$ cat src/rtl/alu_shift_seq_if.sv
// Bundle between the execute stage, the shift sequencer and the ALU.
//   Request side  : start, op_in, val_in, cnt_in, fi_in     (execute -> sequencer)
//   Response side : busy, done, err, res_out, fo_out        (sequencer -> execute)
//   ALU side      : alu_op, alu_di, alu_fi                  (sequencer -> ALU)
//                   alu_res, alu_fo                         (ALU -> sequencer, combinational)
// master = environment (execute stage plus ALU), slave = the sequencer.
interface alu_shift_seq_if #(
    parameter int WIDTH  = 32,
    parameter int CWIDTH = 6
);
    logic              start;
    logic [5:0]        op_in;
    logic [WIDTH-1:0]  val_in;
    logic [CWIDTH-1:0] cnt_in;
    logic [7:0]        fi_in;
    logic              busy;
    logic              done;
    logic              err;
    logic [WIDTH-1:0]  res_out;
    logic [7:0]        fo_out;
    logic [5:0]        alu_op;
    logic [WIDTH-1:0]  alu_di;
    logic [7:0]        alu_fi;
    logic [WIDTH-1:0]  alu_res;
    logic [7:0]        alu_fo;

    modport master (
        output start, op_in, val_in, cnt_in, fi_in, alu_res, alu_fo,
        input  busy, done, err, res_out, fo_out, alu_op, alu_di, alu_fi
    );

    modport slave (
        input  start, op_in, val_in, cnt_in, fi_in, alu_res, alu_fo,
        output busy, done, err, res_out, fo_out, alu_op, alu_di, alu_fi
    );
endinterface

$ cat src/rtl/alu_shift_seq.sv
// Shift-by-N sequencer: steps the ALU's single-bit shift/rotate ops N times,
// feeding the ALU's result and flags back into it every cycle.
//
// Ports:
//   clk   - rising-edge clock
//   reset - asynchronous, active-high reset
//   bus   - alu_shift_seq_if.slave: request (start/op_in/val_in/cnt_in/fi_in),
//           response (busy/done/err/res_out/fo_out), ALU drive and return.
//
// state | meaning
// IDLE  | waiting for start; request is captured on acceptance
// RUN   | one ALU step per cycle, counter decrements, exits when it reaches 1
// DONE  | one-cycle done pulse (err too if the op was illegal), back to IDLE
module alu_shift_seq #(
    parameter int WIDTH  = 32,
    parameter int CWIDTH = 6
) (
    input logic         clk,
    input logic         reset,
    alu_shift_seq_if.slave bus
);
    typedef enum logic [1:0] {S_IDLE, S_RUN, S_DONE} state_t;

    state_t            r_state;
    state_t            w_next;
    logic [5:0]        r_op;
    logic [WIDTH-1:0]  r_val;
    logic [7:0]        r_flg;
    logic [WIDTH-1:0]  r_res;
    logic [7:0]        r_fo;
    logic [CWIDTH-1:0] r_cnt;
    logic              r_err;
    logic              w_legal;
    logic              w_accept;
    logic              w_last;
    logic              w_skip;

    assign w_legal  = (bus.op_in >= 6'h26) && (bus.op_in <= 6'h2a);
    assign w_accept = (r_state == S_IDLE) && bus.start;
    assign w_last   = (r_cnt == CWIDTH'(1));
    // Illegal ops and zero counts never step the ALU.
    assign w_skip   = !w_legal || (bus.cnt_in == '0);

    always_ff @(posedge clk or posedge reset) begin
        if (reset) r_state <= S_IDLE;
        else       r_state <= w_next;
    end

    always_comb begin
        w_next = r_state;
        case (r_state)
            S_IDLE:  if (bus.start) w_next = w_skip ? S_DONE : S_RUN;
            S_RUN:   if (w_last)    w_next = S_DONE;
            S_DONE:  w_next = S_IDLE;
            default: w_next = S_IDLE;
        endcase
    end

    always_comb begin
        bus.busy = 1'b0;
        bus.done = 1'b0;
        bus.err  = 1'b0;
        case (r_state)
            S_RUN:  bus.busy = 1'b1;
            S_DONE: begin
                bus.busy = 1'b1;
                bus.done = 1'b1;
                bus.err  = r_err;
            end
            default: ;
        endcase
    end

    always_ff @(posedge clk or posedge reset) begin
        if (reset) begin
            r_op  <= '0;
            r_val <= '0;
            r_flg <= '0;
            r_res <= '0;
            r_fo  <= '0;
            r_cnt <= '0;
            r_err <= 1'b0;
        end else begin
            case (r_state)
                S_IDLE: if (w_accept) begin
                    // An illegal op is replaced by a harmless rotate so the ALU
                    // never sees a write-capable opcode.
                    r_op  <= w_legal ? bus.op_in : 6'h26;
                    r_val <= bus.val_in;
                    r_flg <= bus.fi_in;
                    r_cnt <= bus.cnt_in;
                    r_err <= !w_legal;
                    if (w_skip) begin
                        r_res <= bus.val_in;
                        r_fo  <= bus.fi_in;
                    end
                end
                S_RUN: begin
                    r_val <= bus.alu_res;
                    r_flg <= bus.alu_fo;
                    r_cnt <= r_cnt - CWIDTH'(1);
                    // Outputs update only with the last step so they hold the
                    // previous result while a new operation is running.
                    if (w_last) begin
                        r_res <= bus.alu_res;
                        r_fo  <= bus.alu_fo;
                    end
                end
                S_DONE: r_err <= 1'b0;
                default: ;
            endcase
        end
    end

    assign bus.res_out = r_res;
    assign bus.fo_out  = r_fo;
    assign bus.alu_op  = r_op;
    assign bus.alu_di  = r_val;
    assign bus.alu_fi  = r_flg;
endmodule

$ cat src/flat_wrapper.sv
// flat-port wrapper written by rule: the top's interface ports become plain ports
module alu_shift_seq_flat 
#(
    parameter int WIDTH  = 32,
    parameter int CWIDTH = 6
)
  (clk, reset, bus_start, bus_op_in, bus_val_in, bus_cnt_in, bus_fi_in, bus_alu_res, bus_alu_fo, bus_busy, bus_done, bus_err, bus_res_out, bus_fo_out, bus_alu_op, bus_alu_di, bus_alu_fi);
  alu_shift_seq_if #(.WIDTH(WIDTH), .CWIDTH(CWIDTH)) bus_i ();
  input logic clk;
  input logic reset;
  input wire logic [$bits(bus_i.start)-1:0] bus_start;
  input wire logic [$bits(bus_i.op_in)-1:0] bus_op_in;
  input wire logic [$bits(bus_i.val_in)-1:0] bus_val_in;
  input wire logic [$bits(bus_i.cnt_in)-1:0] bus_cnt_in;
  input wire logic [$bits(bus_i.fi_in)-1:0] bus_fi_in;
  input wire logic [$bits(bus_i.alu_res)-1:0] bus_alu_res;
  input wire logic [$bits(bus_i.alu_fo)-1:0] bus_alu_fo;
  output wire logic [$bits(bus_i.busy)-1:0] bus_busy;
  output wire logic [$bits(bus_i.done)-1:0] bus_done;
  output wire logic [$bits(bus_i.err)-1:0] bus_err;
  output wire logic [$bits(bus_i.res_out)-1:0] bus_res_out;
  output wire logic [$bits(bus_i.fo_out)-1:0] bus_fo_out;
  output wire logic [$bits(bus_i.alu_op)-1:0] bus_alu_op;
  output wire logic [$bits(bus_i.alu_di)-1:0] bus_alu_di;
  output wire logic [$bits(bus_i.alu_fi)-1:0] bus_alu_fi;
  assign bus_i.start = bus_start;
  assign bus_i.op_in = bus_op_in;
  assign bus_i.val_in = bus_val_in;
  assign bus_i.cnt_in = bus_cnt_in;
  assign bus_i.fi_in = bus_fi_in;
  assign bus_i.alu_res = bus_alu_res;
  assign bus_i.alu_fo = bus_alu_fo;
  assign bus_busy = bus_i.busy;
  assign bus_done = bus_i.done;
  assign bus_err = bus_i.err;
  assign bus_res_out = bus_i.res_out;
  assign bus_fo_out = bus_i.fo_out;
  assign bus_alu_op = bus_i.alu_op;
  assign bus_alu_di = bus_i.alu_di;
  assign bus_alu_fi = bus_i.alu_fi;
  alu_shift_seq #(.WIDTH(WIDTH), .CWIDTH(CWIDTH)) u_core (.clk(clk), .reset(reset), .bus(bus_i));
endmodule
$ cat config.mk
export PLATFORM = sky130hd
export DESIGN_NAME = alu_shift_seq_flat
export DESIGN_NICKNAME = d
export VERILOG_FILES = /design/src/rtl/alu_shift_seq_if.sv /design/src/rtl/alu_shift_seq.sv /design/src/flat_wrapper.sv
export SDC_FILE = /design/constraint.sdc
export NUM_CORES = 1
export LEC_CHECK = 0
export BUFFER_PORTS_ARGS = -buffer_cell sky130_fd_sc_hd__clkbuf_2
export CELL_PAD_IN_SITES_DETAIL_PLACEMENT = 0
export CELL_PAD_IN_SITES_GLOBAL_PLACEMENT = 1
export CORE_ASPECT_RATIO = 0.75
export CORE_MARGIN = 5
export CORE_UTILIZATION = 38
export CTS_BUF_LIST = sky130_fd_sc_hd__clkbuf_8
export CTS_CLUSTER_DIAMETER = 80
export CTS_CLUSTER_SIZE = 12
export DETAILED_ROUTE_END_ITERATION = 16
export HOLD_SLACK_MARGIN = 0.15
export PLACE_DENSITY = 0.84
export SYNTH_ARGS = -nofsm -noshare
export SYNTH_HDL_FRONTEND = slang
export SYNTH_SLANG_ARGS = --single-unit
$ cat constraint.sdc
create_clock -name clk -period 4.1 [get_ports clk]
set_input_delay 0.82 -clock clk [delete_from_list [all_inputs] [get_ports clk]]
set_output_delay 0.82 -clock clk [all_outputs]
set_load 0.02 [all_outputs]
==> results.toml <==
[clocking]
cts_resized = 0
hold_buffers = 0
numCtsBuffers = 9
cts_tree = "done"
clockRootBuffer = "clkbuf_8"
post_cts_buffers = 0
clkTransAtPathRegs_ps = 100
cts_buffer_depth = 2
clock_sinks = 95
htreeDepth = 3
insertion_delay_ps = 370

[logic_synthesis]
syn_area_um2 = 4950
syn_area_per_cell_um2 = 9.73
ys_seq_elements = 95
yosysWarningCount = 0
yosysTopAreaCell = "dfrtp_1"
synthArstFlopShare = 1.00
ys_types = 38
synth_area_leaders = "dfrtp_1, mux2i_1, o32ai_1"
ys_top_cells_by_count = "dfrtp_1, a21oi_1, nor2_1"
synth_seq_area_share = 0.480
syn_inst = 509
synth_ff_type = "dfrtp_1"
synth-edff-count = 0
yosysTopAreaCellShare = 0.480
syn_nets = 609
synth.most_common_cell = "dfrtp_1"

[route]
via_count = 4501
drc = 0
antenna_left = 0
routed_via_density = 5.40
wl_per_cell_um = 16.8
drt-initial-drc-count = 231
drt-pass1-iter-count = 4
wl_mm = 14.0

[setup_path]
end_kind = "register"
critPathLaunchType = "register"
r2r_start = "u_core.r_state[1]$_DFFE_PP0P_"
r2r_slack_ps = 1370
cp_slowest_cell = "mux2_2"
crit_type = "register to register"
rr_endpoint = "u_core.r_cnt[2]$_DFFE_PP0P_"
worstPathArrival_ps = 2970
path_max_fanout = 50
rr_worst_depth = 6
max_stage_delay_ps = 880
crit_required_ps = 4340
path_cells = "inv_1, ha_2, mux2_2, nand2_1, o22ai_1, a21oi_1"

[sta]
finalCritPeriodShare = 0.667
worst_clock_skew_ps = 11.1
hold_viol_final = 0
rsz0062_at_grt = "false"
setup_viol = 0
maxSlewHeadroom = 0.361
slew_viol_final = 0
worst_slew_pin_slew_ps = 958
fmax_mhz = 366
setup_tns_ps = 0
post-route-min-period_ps = 2730

[grt]
track_usage = 0.180
grt_pass1_vias = 4572
grt_max_degree = 73
grt_pass1_wl_mm = 22.7
antenna_found_initial = 0
overflow = 0

[pwr]
leakage_nw = 2.55
peakVddDrop_mv = 0.365
powerDensity_nw_per_um2 = 723

[final_layout]
fin_nets = 758
diodes = 0
drive_gt1_frac = 0.321
synthToLayoutAreaGrowth_pct = 22.9
fin_cells = 834

[floorplan]
rows = 36
dieArea_um2 = 15400
initial_utilization = 0.384
die_x_um = 142
core_area_um2 = 12900
dieHeight_um = 109
num_io_pins = 184

[hold_path]
hp-class = "register to register"
min_from = "u_core.bus.alu_op[5]$_DFFE_PP0P_"
hold_path_depth = 1
hold_end = "u_core.bus.alu_op[5]$_DFFE_PP0P_"

[placed_design]
placed_cells = 818
io_buffer_count = 183
gp_congestion = 0.761
place_hpwl_mm = 9.65

[flow_run]
drv_cap = 0

[outcome]
outcome = "complete, no violations"
==> logic make-up (layout without fill, tap and decap cells) <==
family | count (synthesis) | after routing | synth area share
buffers and inverters | 62 | 216 | 0.0576
muxes | 44 | 44 | 0.0892
AOI/OAI and AO/OA | 194 | 194 | 0.249
adders and majority gates | 5 | 5 | 0.0126
and+or+nand+nor | 109 | 109 | 0.111
DFF | 95 | 95 | 0.480
==> worst max path at each step <==
stage                                  start                                 end  slack, ps
4_1_cts        u_core.r_state[1]$_DFFE_PP0P_         u_core.r_cnt[2]$_DFFE_PP0P_       1330
3_5_place_dp                   bus_cnt_in[1]  u_core.bus.res_out[29]$_DFFE_PP0P_       1220
2_1_floorplan                          reset    u_core.bus.alu_di[0]$_DFFE_PP0P_        800
6_report       u_core.r_state[1]$_DFFE_PP0P_         u_core.r_cnt[2]$_DFFE_PP0P_       1370
5_1_grt        u_core.r_state[1]$_DFFE_PP0P_         u_core.r_cnt[5]$_DFFE_PP0P_       1120
3_3_place_gp                   bus_cnt_in[1]    u_core.bus.fo_out[6]$_DFFE_PP0P_       1290
==> flip-flops by register name (all words and copies together) (netlist names) <==
name / count
u_core.r_err: 1
u_core.bus.alu_fi: 8
u_core.bus.alu_op: 6
u_core.r_state: 2
u_core.bus.alu_di: 32
u_core.bus.fo_out: 8
u_core.r_cnt: 6
u_core.bus.res_out: 32
==> final cells by class <==
class | count | area [µm²]
clock buffer | 9 | 124
inverter | 10 | 40.0
fill | 1274 | 6800
sequential | 95 | 2380
tap | 171 | 214
clock inverter | 7 | 43.8
timing repair buffer | 190 | 981
multi-input combinational | 352 | 2310
==> critical path, delay by kind of cell, from the launching register on <==
kind	cells	cell delay [ps]
mux	1	880
fa+ha+maj	1	720
flops	1	400
compound gates	2	260
simple gates	1	190
buf+inv	1	130
==> report_power, final <==
group / leakage [nW] / internal (W) / switching, W / total (W)
Clock: 0.0892 / 0.000216 / 0.000338 / 0.000555
Sequential: 1.05 / 0.00136 / 0.000316 / 0.00168
Combinational: 1.40 / 0.000796 / 0.00137 / 0.00217
Total: 2.55 / 0.00238 / 0.00202 / 0.00440
==> cell usage in the layout, fill, tap and decap left out, types with 3 or more instances in the layout <==
| cell | count |
|---|---|
| nor2b_1 | 41 |
| clkbuf_2 | 183 |
| o22ai_1 | 3 |
| nand2_1 | 7 |
| a21oi_1 | 50 |
| mux2i_1 | 43 |
| clkbuf_8 | 9 |
| o21ai_0 | 46 |
| buf_4 | 6 |
| ha_1 | 3 |
| dfrtp_1 | 95 |
| nor2_1 | 47 |
| o32ai_1 | 40 |
| a31oi_1 | 42 |
| inv_1 | 12 |
==> layer usage <==
metal | wire (µm) | vias up | GRT usage
met3 | 1170 | 14 | 0.0592
met1 | 6290 | 2160 | 0.234
met5 | 0 | - | 0
met4 | 140 | 0 | 0.0445
li1 | - | 2179 | -
met2 | 6410 | 148 | 0.294
==> per-stage QoR <==
step	instance area (µm²)	hold slack, ps	total power, W	utilization	setup WS (ps)
2_1_floorplan	4950	494	0.00314	-	803
3_3_place_gp	5920	450	0.00380	0.459	1290
3_5_place_dp	5920	467	0.00388	0.459	1220
4_1_cts	6090	495	0.00445	0.473	1330
5_1_grt	6090	512	0.00476	0.473	1120
6_report	6090	486	0.00440	0.473	1370
No activity file was read; power rests on OpenSTA's default activity.
